File: src/rtl/arm_mem_pkg.sv
// Shared types and constants for the ARM pipeline SRAM arbiter.
package arm_mem_pkg;

    typedef enum logic [1:0] {
        IDLE   = 2'd0,
        ACCESS = 2'd1,
        DONE   = 2'd2
    } arb_state_e;

    typedef enum logic {
        GNT_IF  = 1'b0,
        GNT_MEM = 1'b1
    } arb_gnt_e;

    localparam logic [31:0] MEM_BASE_DEFAULT = 32'd1024;

    // Wait counter needs to hold WAIT_CYCLES-1; never narrower than one bit.
    function automatic int cnt_width(input int cycles);
        return (cycles > 1) ? $clog2(cycles) : 1;
    endfunction

endpackage

File: src/rtl/sram_arbiter_if.sv
// Bundle of the IF port, data port and SRAM pins seen by the arbiter.
interface sram_arbiter_if #(
    parameter int SRAM_AW = 18
) ();
    logic               if_req;
    logic [31:0]        if_addr;
    logic [31:0]        if_rdata;
    logic               if_ready;
    logic               mem_r_en;
    logic               mem_w_en;
    logic [31:0]        mem_addr;
    logic [31:0]        mem_wdata;
    logic [31:0]        mem_rdata;
    logic               mem_ready;
    logic               pipe_freeze;
    logic [SRAM_AW-1:0] sram_addr;
    logic [31:0]        sram_wdata;
    logic [31:0]        sram_rdata;
    logic               sram_we_n;
    logic               sram_oe_n;

    modport slave (
        input  if_req, if_addr, mem_r_en, mem_w_en, mem_addr, mem_wdata, sram_rdata,
        output if_rdata, if_ready, mem_rdata, mem_ready, pipe_freeze,
               sram_addr, sram_wdata, sram_we_n, sram_oe_n
    );

    modport master (
        output if_req, if_addr, mem_r_en, mem_w_en, mem_addr, mem_wdata, sram_rdata,
        input  if_rdata, if_ready, mem_rdata, mem_ready, pipe_freeze,
               sram_addr, sram_wdata, sram_we_n, sram_oe_n
    );
endinterface

File: src/rtl/sram_arbiter_wait_counter.sv
// Loadable down-counter timing the SRAM access window; zero flags the last cycle.
module sram_wait_counter #(
    parameter int WIDTH = 2
) (
    input  logic             clk,
    input  logic             rst,
    input  logic             load,
    input  logic [WIDTH-1:0] load_val,
    input  logic             en,
    output logic             zero
);
    logic [WIDTH-1:0] cnt_q;
    logic [WIDTH-1:0] cnt_d;

    always_comb begin
        cnt_d = cnt_q;
        if (load) begin
            cnt_d = load_val;
        end else if (en) begin
            cnt_d = cnt_q - WIDTH'(1);
        end
    end

    always_ff @(posedge clk) begin
        if (rst) begin
            cnt_q <= '0;
        end else begin
            cnt_q <= cnt_d;
        end
    end

    assign zero = (cnt_q == '0);
endmodule

File: src/rtl/sram_arbiter.sv
// Single-port SRAM controller shared by the IF and MEM stages.
// Optional SRAM_ARB_RR_EN selects round-robin tie-breaking instead of data-port priority.
module sram_arbiter
    import arm_mem_pkg::*;
#(
    parameter int          SRAM_AW     = 18,
    parameter int          WAIT_CYCLES = 4,
    parameter logic [31:0] MEM_BASE    = MEM_BASE_DEFAULT
) (
    input logic           clk,
    input logic           rst,
    sram_arbiter_if.slave bus
);
    localparam int             CNT_W    = cnt_width(WAIT_CYCLES);
    localparam logic [CNT_W-1:0] CNT_LOAD = CNT_W'(WAIT_CYCLES - 1);

    arb_state_e         state_q;
    arb_gnt_e           gnt_q;
    arb_gnt_e           gnt_d;
    logic               write_q;
    logic [SRAM_AW-1:0] addr_q;
    logic [31:0]        wdata_q;
    logic [31:0]        if_rdata_q;
    logic [31:0]        mem_rdata_q;
    logic               if_ready_q;
    logic               mem_ready_q;
    logic               we_n_q;
    logic               oe_n_q;
`ifdef SRAM_ARB_RR_EN
    arb_gnt_e           last_gnt_q;
`endif

    logic               if_any;
    logic               mem_any;
    logic               cnt_zero;
    logic [31:0]        mem_off;
    logic [SRAM_AW-1:0] if_word;
    logic [SRAM_AW-1:0] mem_word;
    logic               unused_addr_bits;

    assign if_any   = bus.if_req;
    assign mem_any  = bus.mem_r_en | bus.mem_w_en;
    assign mem_off  = bus.mem_addr - MEM_BASE;
    assign if_word  = bus.if_addr[SRAM_AW+1:2];
    assign mem_word = mem_off[SRAM_AW+1:2];
    assign unused_addr_bits = ^{bus.if_addr[31:SRAM_AW+2], bus.if_addr[1:0],
                                mem_off[31:SRAM_AW+2], mem_off[1:0]};

    always_comb begin
        gnt_d = mem_any ? GNT_MEM : GNT_IF;
`ifdef SRAM_ARB_RR_EN
        if (if_any && mem_any) begin
            gnt_d = (last_gnt_q == GNT_MEM) ? GNT_IF : GNT_MEM;
        end
`endif
    end

    sram_wait_counter #(
        .WIDTH(CNT_W)
    ) u_wait_counter (
        .clk     (clk),
        .rst     (rst),
        .load    ((state_q == IDLE) && (if_any || mem_any)),
        .load_val(CNT_LOAD),
        .en      ((state_q == ACCESS) && !cnt_zero),
        .zero    (cnt_zero)
    );

    always_ff @(posedge clk) begin
        if (rst) begin
            state_q     <= IDLE;
            gnt_q       <= GNT_IF;
            write_q     <= 1'b0;
            addr_q      <= '0;
            wdata_q     <= '0;
            if_rdata_q  <= '0;
            mem_rdata_q <= '0;
            if_ready_q  <= 1'b0;
            mem_ready_q <= 1'b0;
            we_n_q      <= 1'b1;
            oe_n_q      <= 1'b1;
`ifdef SRAM_ARB_RR_EN
            last_gnt_q  <= GNT_IF;
`endif
        end else begin
            case (state_q)
                IDLE: begin
                    if (if_any || mem_any) begin
                        state_q <= ACCESS;
                        gnt_q   <= gnt_d;
`ifdef SRAM_ARB_RR_EN
                        last_gnt_q <= gnt_d;
`endif
                        if (gnt_d == GNT_MEM) begin
                            addr_q  <= mem_word;
                            wdata_q <= bus.mem_wdata;
                            write_q <= bus.mem_w_en;
                            we_n_q  <= ~bus.mem_w_en;
                            oe_n_q  <= bus.mem_w_en;
                        end else begin
                            addr_q  <= if_word;
                            write_q <= 1'b0;
                            we_n_q  <= 1'b1;
                            oe_n_q  <= 1'b0;
                        end
                    end
                end
                ACCESS: begin
                    // The access always runs to completion; a dropped read just loses its data.
                    if (cnt_zero) begin
                        state_q <= DONE;
                        we_n_q  <= 1'b1;
                        oe_n_q  <= 1'b1;
                        if (gnt_q == GNT_IF) begin
                            if (bus.if_req) begin
                                if_rdata_q <= bus.sram_rdata;
                                if_ready_q <= 1'b1;
                            end
                        end else if (write_q) begin
                            mem_ready_q <= 1'b1;
                        end else if (bus.mem_r_en) begin
                            mem_rdata_q <= bus.sram_rdata;
                            mem_ready_q <= 1'b1;
                        end
                    end
                end
                DONE: begin
                    state_q     <= IDLE;
                    if_ready_q  <= 1'b0;
                    mem_ready_q <= 1'b0;
                end
                default: state_q <= IDLE;
            endcase
        end
    end

    assign bus.if_rdata    = if_rdata_q;
    assign bus.if_ready    = if_ready_q;
    assign bus.mem_rdata   = mem_rdata_q;
    assign bus.mem_ready   = mem_ready_q;
    assign bus.sram_addr   = addr_q;
    assign bus.sram_wdata  = wdata_q;
    assign bus.sram_we_n   = we_n_q;
    assign bus.sram_oe_n   = oe_n_q;
    assign bus.pipe_freeze = ~rst & ((bus.if_req & ~if_ready_q) | (mem_any & ~mem_ready_q));
endmodule

File: src/flat_wrapper.sv
// flat-port wrapper written by rule: the top's interface ports become plain ports
module sram_arbiter_flat import arm_mem_pkg::*;
#(
    parameter int          SRAM_AW     = 18,
    parameter int          WAIT_CYCLES = 4,
    parameter logic [31:0] MEM_BASE    = MEM_BASE_DEFAULT
)
  (clk, rst, bus_if_req, bus_if_addr, bus_mem_r_en, bus_mem_w_en, bus_mem_addr, bus_mem_wdata, bus_sram_rdata, bus_if_rdata, bus_if_ready, bus_mem_rdata, bus_mem_ready, bus_pipe_freeze, bus_sram_addr, bus_sram_wdata, bus_sram_we_n, bus_sram_oe_n);
  sram_arbiter_if #(.SRAM_AW(SRAM_AW)) bus_i ();
  input logic clk;
  input logic rst;
  input wire logic [$bits(bus_i.if_req)-1:0] bus_if_req;
  input wire logic [$bits(bus_i.if_addr)-1:0] bus_if_addr;
  input wire logic [$bits(bus_i.mem_r_en)-1:0] bus_mem_r_en;
  input wire logic [$bits(bus_i.mem_w_en)-1:0] bus_mem_w_en;
  input wire logic [$bits(bus_i.mem_addr)-1:0] bus_mem_addr;
  input wire logic [$bits(bus_i.mem_wdata)-1:0] bus_mem_wdata;
  input wire logic [$bits(bus_i.sram_rdata)-1:0] bus_sram_rdata;
  output wire logic [$bits(bus_i.if_rdata)-1:0] bus_if_rdata;
  output wire logic [$bits(bus_i.if_ready)-1:0] bus_if_ready;
  output wire logic [$bits(bus_i.mem_rdata)-1:0] bus_mem_rdata;
  output wire logic [$bits(bus_i.mem_ready)-1:0] bus_mem_ready;
  output wire logic [$bits(bus_i.pipe_freeze)-1:0] bus_pipe_freeze;
  output wire logic [$bits(bus_i.sram_addr)-1:0] bus_sram_addr;
  output wire logic [$bits(bus_i.sram_wdata)-1:0] bus_sram_wdata;
  output wire logic [$bits(bus_i.sram_we_n)-1:0] bus_sram_we_n;
  output wire logic [$bits(bus_i.sram_oe_n)-1:0] bus_sram_oe_n;
  assign bus_i.if_req = bus_if_req;
  assign bus_i.if_addr = bus_if_addr;
  assign bus_i.mem_r_en = bus_mem_r_en;
  assign bus_i.mem_w_en = bus_mem_w_en;
  assign bus_i.mem_addr = bus_mem_addr;
  assign bus_i.mem_wdata = bus_mem_wdata;
  assign bus_i.sram_rdata = bus_sram_rdata;
  assign bus_if_rdata = bus_i.if_rdata;
  assign bus_if_ready = bus_i.if_ready;
  assign bus_mem_rdata = bus_i.mem_rdata;
  assign bus_mem_ready = bus_i.mem_ready;
  assign bus_pipe_freeze = bus_i.pipe_freeze;
  assign bus_sram_addr = bus_i.sram_addr;
  assign bus_sram_wdata = bus_i.sram_wdata;
  assign bus_sram_we_n = bus_i.sram_we_n;
  assign bus_sram_oe_n = bus_i.sram_oe_n;
  sram_arbiter #(.SRAM_AW(SRAM_AW), .WAIT_CYCLES(WAIT_CYCLES), .MEM_BASE(MEM_BASE)) u_core (.clk(clk), .rst(rst), .bus(bus_i));
endmodule
File: config.mk
export PLATFORM = sky130hd
export DESIGN_NAME = sram_arbiter_flat
export DESIGN_NICKNAME = d
export VERILOG_FILES = /design/src/rtl/arm_mem_pkg.sv /design/src/rtl/sram_arbiter_if.sv /design/src/rtl/sram_arbiter_wait_counter.sv /design/src/rtl/sram_arbiter.sv /design/src/flat_wrapper.sv
export SDC_FILE = /design/constraint.sdc
export NUM_CORES = 1
export LEC_CHECK = 0
export CORE_MARGIN = 4
export CORE_UTILIZATION = 39
export DETAILED_ROUTE_END_ITERATION = 16
export PLACE_DENSITY = 0.8
export SETUP_SLACK_MARGIN = 0.05
export SYNTH_ARGS = -nofsm -noshare
export SYNTH_HDL_FRONTEND = slang
export SYNTH_SLANG_ARGS = --single-unit
File: constraint.sdc
create_clock -name clk -period 2.3 [get_ports clk]
set_input_delay 0.69 -clock clk [delete_from_list [all_inputs] [get_ports clk]]
set_output_delay 0.69 -clock clk [all_outputs]
set_load 0.005 [all_outputs]
[After elaboration in Yosys (flattened, before gate mapping)]
Index checks and enable logic that the tools add are counted.
Storage, ports and cells
  logic and storage cells: 73
  flip-flop bits (word level): 124
  bits of input ports: 133
  output and inout port bits: 119
Cells by class
  add/subtract/negate cells: 2
  reduce and logical (&&, ||, !) cells: 17
  bitwise logic cells: 11
  multiplexer cells: 23
  equality and inequality tests: 8
Operators by type and width (count)
  20-bit by 11-bit subtractor with 20-bit output (second input constant): 1
  18-bit 2-to-1 mux: 1
  1-bit 2-to-1 mux: 13
  4-bit AND reduction: 3
  2-bit 2-to-1 mux: 4
  1-bit case mux with 2 select lines: 4
  2-bit inequality test (second input constant): 3
  1-bit NOT: 6
  3-bit AND reduction: 2
  2-bit nonzero test: 3
  5-bit AND reduction: 1
  2-bit zero test: 2
  2-bit by 1-bit inequality test with 1-bit output (second input constant): 2
  2-bit case mux with 2 select lines: 1
  2-bit AND reduction: 2
  1-bit AND: 3
  3-bit by 2-bit inequality test with 1-bit output (second input constant): 1
  2-bit by 1-bit == test with 1-bit output (second input constant): 1
  2-bit == test (second input constant): 1
  1-bit logical AND: 2
  1-bit bitwise OR: 2
  2-bit by 1-bit subtractor with 2-bit output (second input constant): 1
  1-bit zero test: 1
  1-bit logical OR: 1

[Depth between registers and ports, before layout]
  word-level depth: 5
  mapped depth: 9
  gate-level depth less buffers: 6

[Hierarchy]
From an unflattened synthesis, not the netlist that was laid out.
Unflattened totals
  cells, all modules: 594
  area, all modules: 4698.3 sq um
By module, submodules not included
  sram_arbiter: times used 1, cells each 581, area each 4571.9 sq um, seq. area each 2442.3 sq um
  sram_wait_counter: times used 1, cells each 13, area each 126.4 sq um, seq. area each 40.0 sq um

[Least setup slack after synthesis]
Ideal clock, no wire load.
  path type: in2out
  from: input port bus_mem_w_en
  to: output port bus_pipe_freeze
  required time: 1610 ps
  setup slack: 156 ps
  path buffers: 1
  arrival: 1454 ps
  stages: 5
  cells stage by stage: nor2_2 -> clkbuf_1 -> nor2_1 -> a21oi_1 -> nor2_1
Between the ends
  word-level cells in the longest chain between the ends: 4
RTL lines
  start, declared: RTL line flat_wrapper.sv:15  | input wire logic [$bits(bus_i.mem_w_en)-1:0] bus_mem_w_en;
  1-bit bitwise OR: RTL line sram_arbiter.sv:42  | assign mem_any = bus.mem_r_en | bus.mem_w_en;
  1-bit AND: RTL line sram_arbiter.sv:145  | assign bus.pipe_freeze = ~rst & ((bus.if_req & ~if_ready_q) | (mem_any & ~mem_ready_q));
  1-bit bitwise OR: RTL line sram_arbiter.sv:145
  1-bit AND: RTL line sram_arbiter.sv:145
  end, declared: RTL line flat_wrapper.sv:23  | output wire logic [$bits(bus_i.pipe_freeze)-1:0] bus_pipe_freeze;
No other way between the ends.

[Worst setup path in the final report]
  from: input port bus_mem_r_en
  to: output port bus_pipe_freeze
Between the ends
  word-level cells in the longest chain between the ends: 4
RTL lines
  start, declared: RTL line flat_wrapper.sv:14  | input wire logic [$bits(bus_i.mem_r_en)-1:0] bus_mem_r_en;
  1-bit bitwise OR: RTL line sram_arbiter.sv:42
  1-bit AND: RTL line sram_arbiter.sv:145
  1-bit bitwise OR: RTL line sram_arbiter.sv:145
  1-bit AND: RTL line sram_arbiter.sv:145
No other way between the ends.

==> flow_metrics.env <==
export IMPL_status="completed"
export IMPL_wl_um=14500
export IMPL_cts_root_buf="clkbuf_16"
export IMPL_synth_seq_cells=124
export IMPL_yosysUniqueCellTypes=42
export IMPL_drc=0
export IMPL_crit_family="buffers and inverters"
export IMPL_core_area_um2=12000
export IMPL_grt_pass1_vias=4930
export IMPL_slew_violations=0
export IMPL_viasPerCell=5.00
export IMPL_placed_cells=940
export IMPL_nets=948
export IMPL_powerDensity_nw_per_um2=759
export IMPL_io_buffers=223
export IMPL_critPathMostFrequentCell="nor2_2"
export IMPL_hold_buffers=0
export IMPL_syn_instance_count=590
export IMPL_hold_ws_ns=0.453
export IMPL_final_area_um2=7780
export IMPL_syn_nets=725
export IMPL_wl_per_cell_um=14.9
export IMPL_setup_violations=0
export IMPL_drtIter0Drc=245
export IMPL_path_cells="clkdlybuf4s15_1 -> nor2_2 -> nor2_2 -> a21oi_2 -> nor2_1 -> dlygate4sd2_1"
export IMPL_start_util=0.399
export IMPL_cpMaxStageDelayCell="dlygate4sd2_1"
export IMPL_period_share=0.950
export IMPL_cts_htree_levels=4
export IMPL_die_w_um=119
export IMPL_gp_congestion=0.869
export IMPL_clk_latency_ns=0.40
export IMPL_numCtsBuffers=17
export IMPL_leakagePower_nw=2.83
export IMPL_relSlewSlack=0.598
export IMPL_ios=252
export IMPL_endpoint_kind="output pin"
export IMPL_clock_skew_ns=0.00615
export IMPL_synth_area_leader_cell="dfxtp_1"
export IMPL_synth_edff_count=0
export IMPL_p_total_mw=5.90
export IMPL_synth_area_leaders="dfxtp_1 52%, nand2_1 17%, a21oi_1 9.9%"
export IMPL_grt_setup_unrepaired="false"
export IMPL_fin_crit_ns=2.18
export IMPL_grt_antenna_before_repair=0
export IMPL_hpwlAfterDp_um=10300
export IMPL_path_clk_slew_ns=0.05
export IMPL_first_pass_iters=5
export IMPL_placedInstanceArea_um2=7200
export IMPL_ys_warn_count=0
export IMPL_critical_path_startpoint_type="primary input"
export IMPL_cpPeakStageDelay_ns=0.25
export IMPL_critical_path_buf_inv_count=2
export IMPL_cts_tree="built"
export IMPL_area_growth_pct=62.4
export IMPL_synth_ff_type="dfxtp_1"
export IMPL_drive_above_1_share=0.0899
export IMPL_hp_class="register to register"
export IMPL_ant_nets=0
export IMPL_die_h_um=119
export IMPL_syn_area_per_cell_um2=8.12
export IMPL_fin_ws_ns=0.116
export IMPL_worstSetupPathType="primary input to output pin"
export IMPL_required_ns=1.61
export IMPL_async_reset_ff_frac=0
export IMPL_hold_violations=0
export IMPL_grt_usage=0.203
export IMPL_preCtsSetupSlack_ns=-0.373
export IMPL_crit_arrival_ns=1.49
export IMPL_grt_max_degree=129
export IMPL_path_max_fanout=2
export IMPL_cts_sinks=124
export IMPL_fin_cells=970
export IMPL_die_area_um2=14100
export IMPL_via_count=4853
export IMPL_diodes=0
export IMPL_yosysSeqAreaShare=0.518
export IMPL_syn_area_um2=4790
export IMPL_gr_total_overflow=0
export IMPL_clockBufferDepth=2
export IMPL_fmax_ghz=0.458
export IMPL_yosysTopAreaCellShare=0.518
export IMPL_grt_pass1_wl_um=23600
export IMPL_tightest_slew_ns=0.603
export IMPL_rows=40
export IMPL_maxCapViolations=0
export IMPL_ir_drop_mv=0.388
==> kinds of logic (layout without fill, tap and decap cells) <==
family                   after synthesis  in the layout  share of synthesized area
AND/OR/NAND/NOR                      273            273                      0.238
AO/OA/AOI/OAI                        136            136                      0.171
flip-flops                           124            124                      0.518
buffers and inverters                 48            281                     0.0546
XOR/XNOR                               7              7                     0.0128
adder cells (fa/ha/maj)                2              2                    0.00522
==> worst paths after layout <==
check / from / to / slack [ns] / cells after the start
setup reg to reg: u_core.u_wait_counter.cnt_q[0] / u_core.bus.if_rdata[1] / 0.59 / 7
hold reg to reg: u_core.bus.sram_wdata[29] / u_core.bus.sram_wdata[29] / 0.45 / 2
setup / recovery: bus_mem_r_en / bus_pipe_freeze / 0.12 / 6
hold / removal: u_core.bus.sram_wdata[29] / u_core.bus.sram_wdata[29] / 0.45 / 2
==> layout make-up <==
cell class / count / area, µm²
clock buffer: 22 / 484
clock inverter: 7 / 90.1
fill: 974 / 4230
inverter: 6 / 22.5
multi-input combinational: 418 / 2060
sequential: 124 / 2480
tap: 147 / 184
timing repair buffer: 246 / 2460
==> flip-flops by register name, indices dropped and copies added, names as in the netlist, 2 cells and up <==
name,cells
u_core.bus.mem_rdata,32
u_core.state_q,2
u_core.u_wait_counter.cnt_q,2
u_core.bus.if_rdata,32
u_core.bus.sram_wdata,32
u_core.bus.sram_addr,18
==> worst register-to-register path: stages (launching register included) <==
cell and delay [ns]:
dfxtp_1 0.34, inv_1 0.05, ha_1 0.20, and3b_1 0.27, nand3b_2 0.13, buf_4 0.34
nand2_1 0.12, a21oi_1 0.17
==> layer usage <==
layer	wire, µm	track usage
met1	5630	0.218
met4	568	0.109
met5	0	0
met3	1040	0.0693
met2	7230	0.352
==> cell usage in the layout (no fill, tap or decap), drive strengths merged, types with 3 or more instances in the layout <==
cell           synthesis  routed
a211o                  3       3
a211oi                 4       4
a21oi                108     108
a311oi                 8       8
buf                   24      24
clkbuf                18      23
clkdlybuf4s50          0     218
clkinv                 0       3
dfxtp                124     124
inv                    6       6
nand2                219     219
nand3                  5       5
nor2                  25      25
nor3                   6       6
nor3b                  4       4
o211ai                 3       3
xnor2                  4       4
xor2                   3       3
==> power by group <==
part | internal, mW | total (mW) | switching [mW]
Clock | 1.68 | 2.57 | 0.884
Combinational | 0.552 | 0.967 | 0.415
Sequential | 2.29 | 2.37 | 0.0812
==> synth_stat cells, types with 4 or more instances <==
cell type and number:
nor3_1 5, nor3b_1 4, xnor2_1 4, dfxtp_1 124, a21oi_1 95, nor2_1 23
nand2_1 219, buf_6 7, a311oi_1 8, inv_1 6, clkbuf_1 18, nand3_1 5
buf_2 14, a211oi_1 4, a21oi_2 13
==> per-stage QoR <==
step	setup TNS, ns	utilization
floorplan	0	-
global placement	-1.31	0.599
detailed placement	-3.43	0.599
CTS	0	0.648
global route	0	0.648
finish	0	0.648
==> what timing repair did <==
item                                    CTS  global route
endpoints found under the hold margin     0             0
endpoints found under the setup margin    1             1
pin swaps                                 2             1
resized for setup                         5             4
setup buffers                             1             0
(Power assumes the default switching activity.)
